===== config.mk =====
export PLATFORM = sky130hd
export DESIGN_NAME = io_out_port_flat
export DESIGN_NICKNAME = d
export VERILOG_FILES = /design/src/rtl/io_out_port_if.sv /design/src/rtl/io_out_port.sv /design/src/flat_wrapper.sv
export SDC_FILE = /design/constraint.sdc
export NUM_CORES = 1
export LEC_CHECK = 0
export CAP_MARGIN = 20
export CORE_MARGIN = 3
export CORE_UTILIZATION = 50
export CTS_CLUSTER_SIZE = 25
export DETAILED_ROUTE_END_ITERATION = 6
export PLACE_DENSITY = 0.74
export REMOVE_ABC_BUFFERS = 1
export SLEW_MARGIN = 20
export SYNTH_ARGS = -nofsm -noshare
export SYNTH_HDL_FRONTEND = slang
export SYNTH_SLANG_ARGS = --single-unit

===== constraint.sdc =====
create_clock -name clk -period 4.65 [get_ports clk]
set_input_delay 0.6975 -clock clk [delete_from_list [all_inputs] [get_ports clk]]
set_output_delay 0.6975 -clock clk [all_outputs]
set_load 0.005 [all_outputs]

===== src/rtl/io_out_port_if.sv =====
// Bus bundle between the instruction sequencer / output device and io_out_port.
// The slave modport is the peripheral's view; master is the environment's view.
interface io_out_port_if;
  logic [7:0] state;
  logic [7:0] data;
  logic [7:0] out_data;
  logic       out_src;
  logic       out_valid;
  logic       out_ready;
  logic       full;
  logic       empty;
  logic       overflow;
  logic [7:0] tx_count;

  modport master (
    output state, data, out_ready,
    input  out_data, out_src, out_valid, full, empty, overflow, tx_count
  );

  modport slave (
    input  state, data, out_ready,
    output out_data, out_src, out_valid, full, empty, overflow, tx_count
  );
endinterface


===== src/rtl/io_out_port.sv =====
// IO output port: captures the CPU data bus on MOUT/ROUT store states into a
// source-tagged show-ahead FIFO that drains over a valid/ready handshake.
module io_out_port #(
  parameter int unsigned DEPTH            = 4,
  parameter logic [7:0]  STATE_MOUT_STORE = 8'h31,
  parameter logic [7:0]  STATE_ROUT_STORE = 8'h32
) (
  input logic         clk,
  input logic         reset,
  io_out_port_if.slave bus
);

  localparam int unsigned AW = (DEPTH > 1) ? $clog2(DEPTH) : 1;
  localparam int unsigned CW = AW + 1;
  localparam int unsigned EW = 9;

  logic [EW-1:0] mem [DEPTH];
  logic [AW-1:0] wr_ptr;
  logic [AW-1:0] rd_ptr;
  logic [CW-1:0] count;
  logic          overflow_q;
  logic [7:0]    tx_count_q;

  logic is_full;
  logic is_empty;
  logic push_req;
  logic push_src;
  logic pop;
  logic push;

  // Store-state decode and handshake qualification
  always_comb begin
    is_full  = (count == CW'(DEPTH));
    is_empty = (count == '0);
    push_src = (bus.state == STATE_ROUT_STORE);
    push_req = (bus.state == STATE_MOUT_STORE) || push_src;
    pop      = !is_empty && bus.out_ready;
    push     = push_req && (!is_full || pop);
  end

  // Entry storage carries no reset; only pointers and count define validity
  always_ff @(posedge clk) begin
    if (!reset && push) begin
      mem[wr_ptr] <= {push_src, bus.data};
    end
  end

  always_ff @(posedge clk) begin
    if (reset) begin
      wr_ptr     <= '0;
      rd_ptr     <= '0;
      count      <= '0;
      overflow_q <= 1'b0;
      tx_count_q <= '0;
    end else begin
      if (push) begin
        wr_ptr <= wr_ptr + AW'(1);
      end
      if (pop) begin
        rd_ptr     <= rd_ptr + AW'(1);
        tx_count_q <= tx_count_q + 8'd1;
      end
      case ({push, pop})
        2'b10:   count <= count + CW'(1);
        2'b01:   count <= count - CW'(1);
        default: count <= count;
      endcase
      // A store that finds the FIFO full with no concurrent pop is lost
      if (push_req && is_full && !pop) begin
        overflow_q <= 1'b1;
      end
    end
  end

  assign bus.out_data  = mem[rd_ptr][7:0];
  assign bus.out_src   = mem[rd_ptr][8];
  assign bus.out_valid = !is_empty;
  assign bus.full      = is_full;
  assign bus.empty     = is_empty;
  assign bus.overflow  = overflow_q;
  assign bus.tx_count  = tx_count_q;

endmodule

===== src/flat_wrapper.sv =====
// flat-port wrapper written by rule: the top's interface ports become plain ports
module io_out_port_flat 
#(
  parameter int unsigned DEPTH            = 4,
  parameter logic [7:0]  STATE_MOUT_STORE = 8'h31,
  parameter logic [7:0]  STATE_ROUT_STORE = 8'h32
)
  (clk, reset, bus_state, bus_data, bus_out_ready, bus_out_data, bus_out_src, bus_out_valid, bus_full, bus_empty, bus_overflow, bus_tx_count);
  io_out_port_if bus_i ();
  input logic clk;
  input logic reset;
  input wire logic [$bits(bus_i.state)-1:0] bus_state;
  input wire logic [$bits(bus_i.data)-1:0] bus_data;
  input wire logic [$bits(bus_i.out_ready)-1:0] bus_out_ready;
  output wire logic [$bits(bus_i.out_data)-1:0] bus_out_data;
  output wire logic [$bits(bus_i.out_src)-1:0] bus_out_src;
  output wire logic [$bits(bus_i.out_valid)-1:0] bus_out_valid;
  output wire logic [$bits(bus_i.full)-1:0] bus_full;
  output wire logic [$bits(bus_i.empty)-1:0] bus_empty;
  output wire logic [$bits(bus_i.overflow)-1:0] bus_overflow;
  output wire logic [$bits(bus_i.tx_count)-1:0] bus_tx_count;
  assign bus_i.state = bus_state;
  assign bus_i.data = bus_data;
  assign bus_i.out_ready = bus_out_ready;
  assign bus_out_data = bus_i.out_data;
  assign bus_out_src = bus_i.out_src;
  assign bus_out_valid = bus_i.out_valid;
  assign bus_full = bus_i.full;
  assign bus_empty = bus_i.empty;
  assign bus_overflow = bus_i.overflow;
  assign bus_tx_count = bus_i.tx_count;
  io_out_port #(.DEPTH(DEPTH), .STATE_MOUT_STORE(STATE_MOUT_STORE), .STATE_ROUT_STORE(STATE_ROUT_STORE)) u_core (.clk(clk), .reset(reset), .bus(bus_i));
endmodule

# Word-level counts from Yosys, hierarchy flattened
# Memory sizes are Yosys's and may differ from the RTL's. A register that Yosys moved wholly into a read port is not among the register bits.
# Cells that the tools add are included.
# W data, S select, Z words.
totals:
  reg_bits: 16
  ram_bits: 36
  input_bits: 19
  output_inout_bits: 21
  mem_count: 1
classes:
  addsub: 5
  eq_ne: 5
  muxes: 5
  n_reduce_logical: 13
memory_table:
  columns: ["name", "depth", "word_bits", "read_ports", "rd_clocked_by_memory_dff", "wr", "line", "source"]
  rows:
  - ["u_core.mem", 4, 9, 1, 1, 1, "io_out_port.sv:17", "logic [EW-1:0] mem [DEPTH];"]
ops:
  columns: ["operator", "n"]
  rows:
  - ["$eq A8 B6 Y1 const B", 2]
  - ["$add A8 B1 Y8 const B", 1]
  - ["$pmux W3 S2", 1]
  - ["$logic_and A1 B1 Y1", 5]
  - ["$add A2 B1 Y2 const B", 2]
  - ["$logic_not A1 Y1", 4]
  - ["$mux W2", 2]
  - ["$add A3 B1 Y3 const B", 1]
  - ["$eq A3 B3 Y1 const B", 1]
  - ["$logic_not A3 Y1", 1]
  - ["$sub A3 B1 Y3 const B", 1]
  - ["$eq A2 B1 Y1 const B", 1]
  - ["$eq A2 B2 Y1 const B", 1]
  - ["$logic_or A1 B1 Y1", 2]
  - ["$mux W1", 2]
  - ["$reduce_bool A2 Y1", 1]

# Depth between registers and ports, before layout
depth:
  word_depth: 8
  ltp_mapped: 9
  depth_no_buf: 8

# Worst setup path after synthesis
# No wires, ideal clock.
synth_timing:
  path_type: "input to register"
  start: "input port bus_out_ready"
  end: "register u_core.count[2]"
  setup_time_ps: 134
  arrival_time_ps: 1945
  slack_ps: 2571
  cell_stages: 9
  n_path_buf: 2
  path_cell_list: "clkbuf_2 o31a_1 buf_6 nand2_1 fa_1 nor2_1 nand3_1 mux2i_1 nor4_1"
synth_between:
  elab_chain_len: 5
synth_lines:
  columns: ["item", "line", "source"]
  rows:
  - ["start: declaration", "flat_wrapper.sv:14", "input wire logic [$bits(bus_i.out_ready)-1:0] bus_out_ready;"]
  - ["$logic_and A1 B1 Y1 (*)", "io_out_port.sv:37", "pop = !is_empty && bus.out_ready;"]
  - ["$logic_or A1 B1 Y1", "io_out_port.sv:38", "push = push_req && (!is_full || pop);"]
  - ["$logic_and A1 B1 Y1", "io_out_port.sv:38", null]
  - ["$eq A2 B1 Y1 / $eq A2 B2 Y1 (equally long branches)", "io_out_port.sv:63", "case ({push, pop})"]
  - ["$pmux W3 S2 / $reduce_bool A2 Y1 (equally long branches)", null, null]
  - ["end signal: assignment", "io_out_port.sv:64", "2'b10: count <= count + CW'(1);"]
  - ["end signal: assignment", "io_out_port.sv:65", "2'b01: count <= count - CW'(1);"]
  - ["end signal: assignment", "io_out_port.sv:66", "default: count <= count;"]
  - ["end: declaration", "io_out_port.sv:20", "logic [CW-1:0] count;"]
# Mark *: on every way between the ends. The rest lies on a longest branch, timed or not.
# A chain may end at the register's enable or synchronous reset.

==> reports/results.ini <==
[cts]
cts_sinks=54
postCtsSetupBuffers=0
cts-resized-gates=0
htree_levels=2
cts-hold-fix-buffers=0
numCtsBuffers=5
path_clk_slew_ps=90
cts_root_buffer=clkbuf_8
clk_path_buf_depth=2
clock_latency_ps=300
cts_tree=done

[sta]
max_slew.worst_pin.slew_ps=711.6
rsz0062_at_grt=false
period_share_pct=59.00
hold_ws_ps=490.0
setup_violations=0
setup_ws_ps=1907
hold_violations=0
tns_ps=0
relSlewSlack_pct=52.41
maxSlewViolCount=0
fmax_mhz=364.5
layout_min_cycle_time_ps=2743
finClkSkew_ps=8.609

[layout]
multi_input_area_um2=753.2
nets=220
register_area_um2=1441
drive_gt1_share_pct=9.694
fill_cells=288
final_util_pct=66.18
synthToLayoutAreaGrowth_pct=21.73
final_cells=246
antenna_cells=0

[synthesis]
ys_ff_latch=54
synthTopCellsByCount=edfxtp_1, nor2_1, dfxtp_1
syn_area_per_cell_um2=14.45
syn_area_um2=2268
synth_area_leaders=edfxtp_1, dfxtp_1, mux4_2
seq_area_frac_synth_pct=63.54
yosysMostFrequentCell=edfxtp_1
ys_types=37
synth_top_area_share_pct=47.66
syn-instance-count=157
yosys.area.top_type=edfxtp_1
async_flop_share_pct=0
synthFlopType=edfxtp_1
yosys_warnings=0
synth_edf_count=36

[worst_setup_path]
path_class=flop to output pin
crit_buf_inv=1
crit_required_ps=3950
crit_fanout=9
crit_slowest_cell=dfxtp_1
startpoint_type=flop
critPathArrivalTime_ps=2050
end_kind=output pin
crit_chain=mux4_2 > clkdlybuf4s50_1
slowest_delay_ps=700
crit_family=flip-flops

[placement]
dp_hpwl_mm=2.932
preCtsSetupSlack_ps=1820
io_buffers=39
gp_congestion=0.7619
dp.cells=238

[routing]
drc_errors=0
wl_mm=3.954
firstDrtPassIters=4
vias=1346
avgRoutedWirePerCell_um=16.07
ant_nets=0
drt_iter0_drc=113
viasPerCell=5.472

[hold_path]
holdCritPathClass=flop to flop

[floorplan]
design.core.area_um2=4173
die-height_um=73.36
initial_utilization_pct=54.36
die_area_um2=5381
std_cell_rows=23
pin_count=40
die_w_um=73.36

[power]
vdd_drop_max_mv=0.2165
clockPowerShare_pct=27.9
switching_share_pct=22.69
power_density_nw_per_um2=342.1
leakage_nw=0.9044
p_int_mw=0.7303
switchingPower_mw=0.2144
comb_power_share_pct=14.6
seq_power_share_pct=57.5

[flow_run]
maxCapViolCount=0

[global_routing]
antenna_found_initial=0
grt_pass1_vias=1386
grt_pass1_wl_mm=6.555
gr-total-overflow=0
grt_usage_pct=16.19
grt_max_degree=21

[run_status]
status=complete, no violations

-- sequential cells by signal, indices dropped and copies added (netlist names), named ones only --
register             flops
u_core.bus.overflow      1
u_core.bus.tx_count      8
u_core.count             3
u_core.mem              36
u_core.rd_ptr            2
u_core.wr_ptr            2
-- metrics by stage --
stage                     instance area [um^2]  power (mW)
final                                     2761      0.9447
after floorplan                           2213      0.6179
after global placement                    2666      0.6893
after global routing                      2761      0.9837
after CTS                                 2761      0.9540
after detailed placement                  2666      0.6931
-- logic make-up after synthesis --
kind of cell | Yosys count | synth area share (%)
DFF | 54 | 63.54
xor gates and xnor gates | 9 | 3.475
adders and majority gates | 6 | 3.640
buffers and inverters | 13 | 3.254
muxes | 15 | 11.69
and+or+nand+nor | 50 | 11.36
AOI/OAI and AO/OA | 10 | 3.034
-- tightest hold or removal path: stages, from the launching register on --
cell and delay [ps]:
dfxtp_1 340, a21oi_1 40, nor2_1 70
-- metal layers --
layer / vias up / share of wire, % / track usage [%] / wire length [um]
li1: 647 / - / - / -
met1: 647 / 44 / 21.21 / 1743
met2: 44 / 49 / 26.51 / 1928
met3: 8 / 5.7 / 4.378 / 225
met4: 0 / 1.4 / 4.829 / 57
met5: - / 0 / 0 / 0
-- power groups by stage --
stage	logic, mW	clock network [mW]	registers [mW]
floorplan	0.0687	0	0.549
global placement	0.135	0	0.554
detailed placement	0.139	0	0.554
CTS	0.139	0.271	0.544
global route	0.152	0.285	0.547
finish	0.138	0.263	0.543
-- layout make-up --
class	count	area share, %
Timing Repair Buffer	39	14.14
Multi-Input combinational cell	90	27.28
Sequential cell	54	52.20
Clock buffer	6	2.990
Clock inverter	2	0.4531
Inverter	5	0.6797
Tap cell	50	2.266
-- placed cells by master (no fill, tap or decap), types with 2 or more instances in the layout --
| cell type | netlist | final |
|---|---|---|
| a21oi_1 | 5 | 5 |
| mux2i_1 | 4 | 4 |
| dfxtp_1 | 18 | 18 |
| nand2_1 | 7 | 7 |
| mux2_1 | 2 | 2 |
| nor3_1 | 3 | 3 |
| xnor2_1 | 6 | 6 |
| xor2_1 | 3 | 3 |
| edfxtp_1 | 36 | 36 |
| o21ai_0 | 2 | 2 |
| and2_1 | 4 | 4 |
| mux4_2 | 9 | 9 |
| clkbuf_8 | 0 | 6 |
| nand3_1 | 3 | 3 |
| ha_1 | 5 | 5 |
| nor2_1 | 19 | 19 |
| clkdlybuf4s50_1 | 0 | 39 |
| inv_1 | 5 | 5 |
| or3_1 | 3 | 3 |
-- path summary, 6_finish.rpt --
kind,from,end,slack (ps),cells after the start
setup reg to reg,u_core.count[2]$_SDFFE_PP0P_,u_core.count[2]$_SDFFE_PP0P_,2610,7
hold / removal,u_core.bus.overflow$_SDFFE_PP0P_,u_core.bus.overflow$_SDFFE_PP0P_,490,2
hold reg to reg,u_core.bus.overflow$_SDFFE_PP0P_,u_core.bus.overflow$_SDFFE_PP0P_,490,2
setup / recovery,flop,bus_out_src,1910,2
No activity file was read; power rests on OpenSTA's default activity.
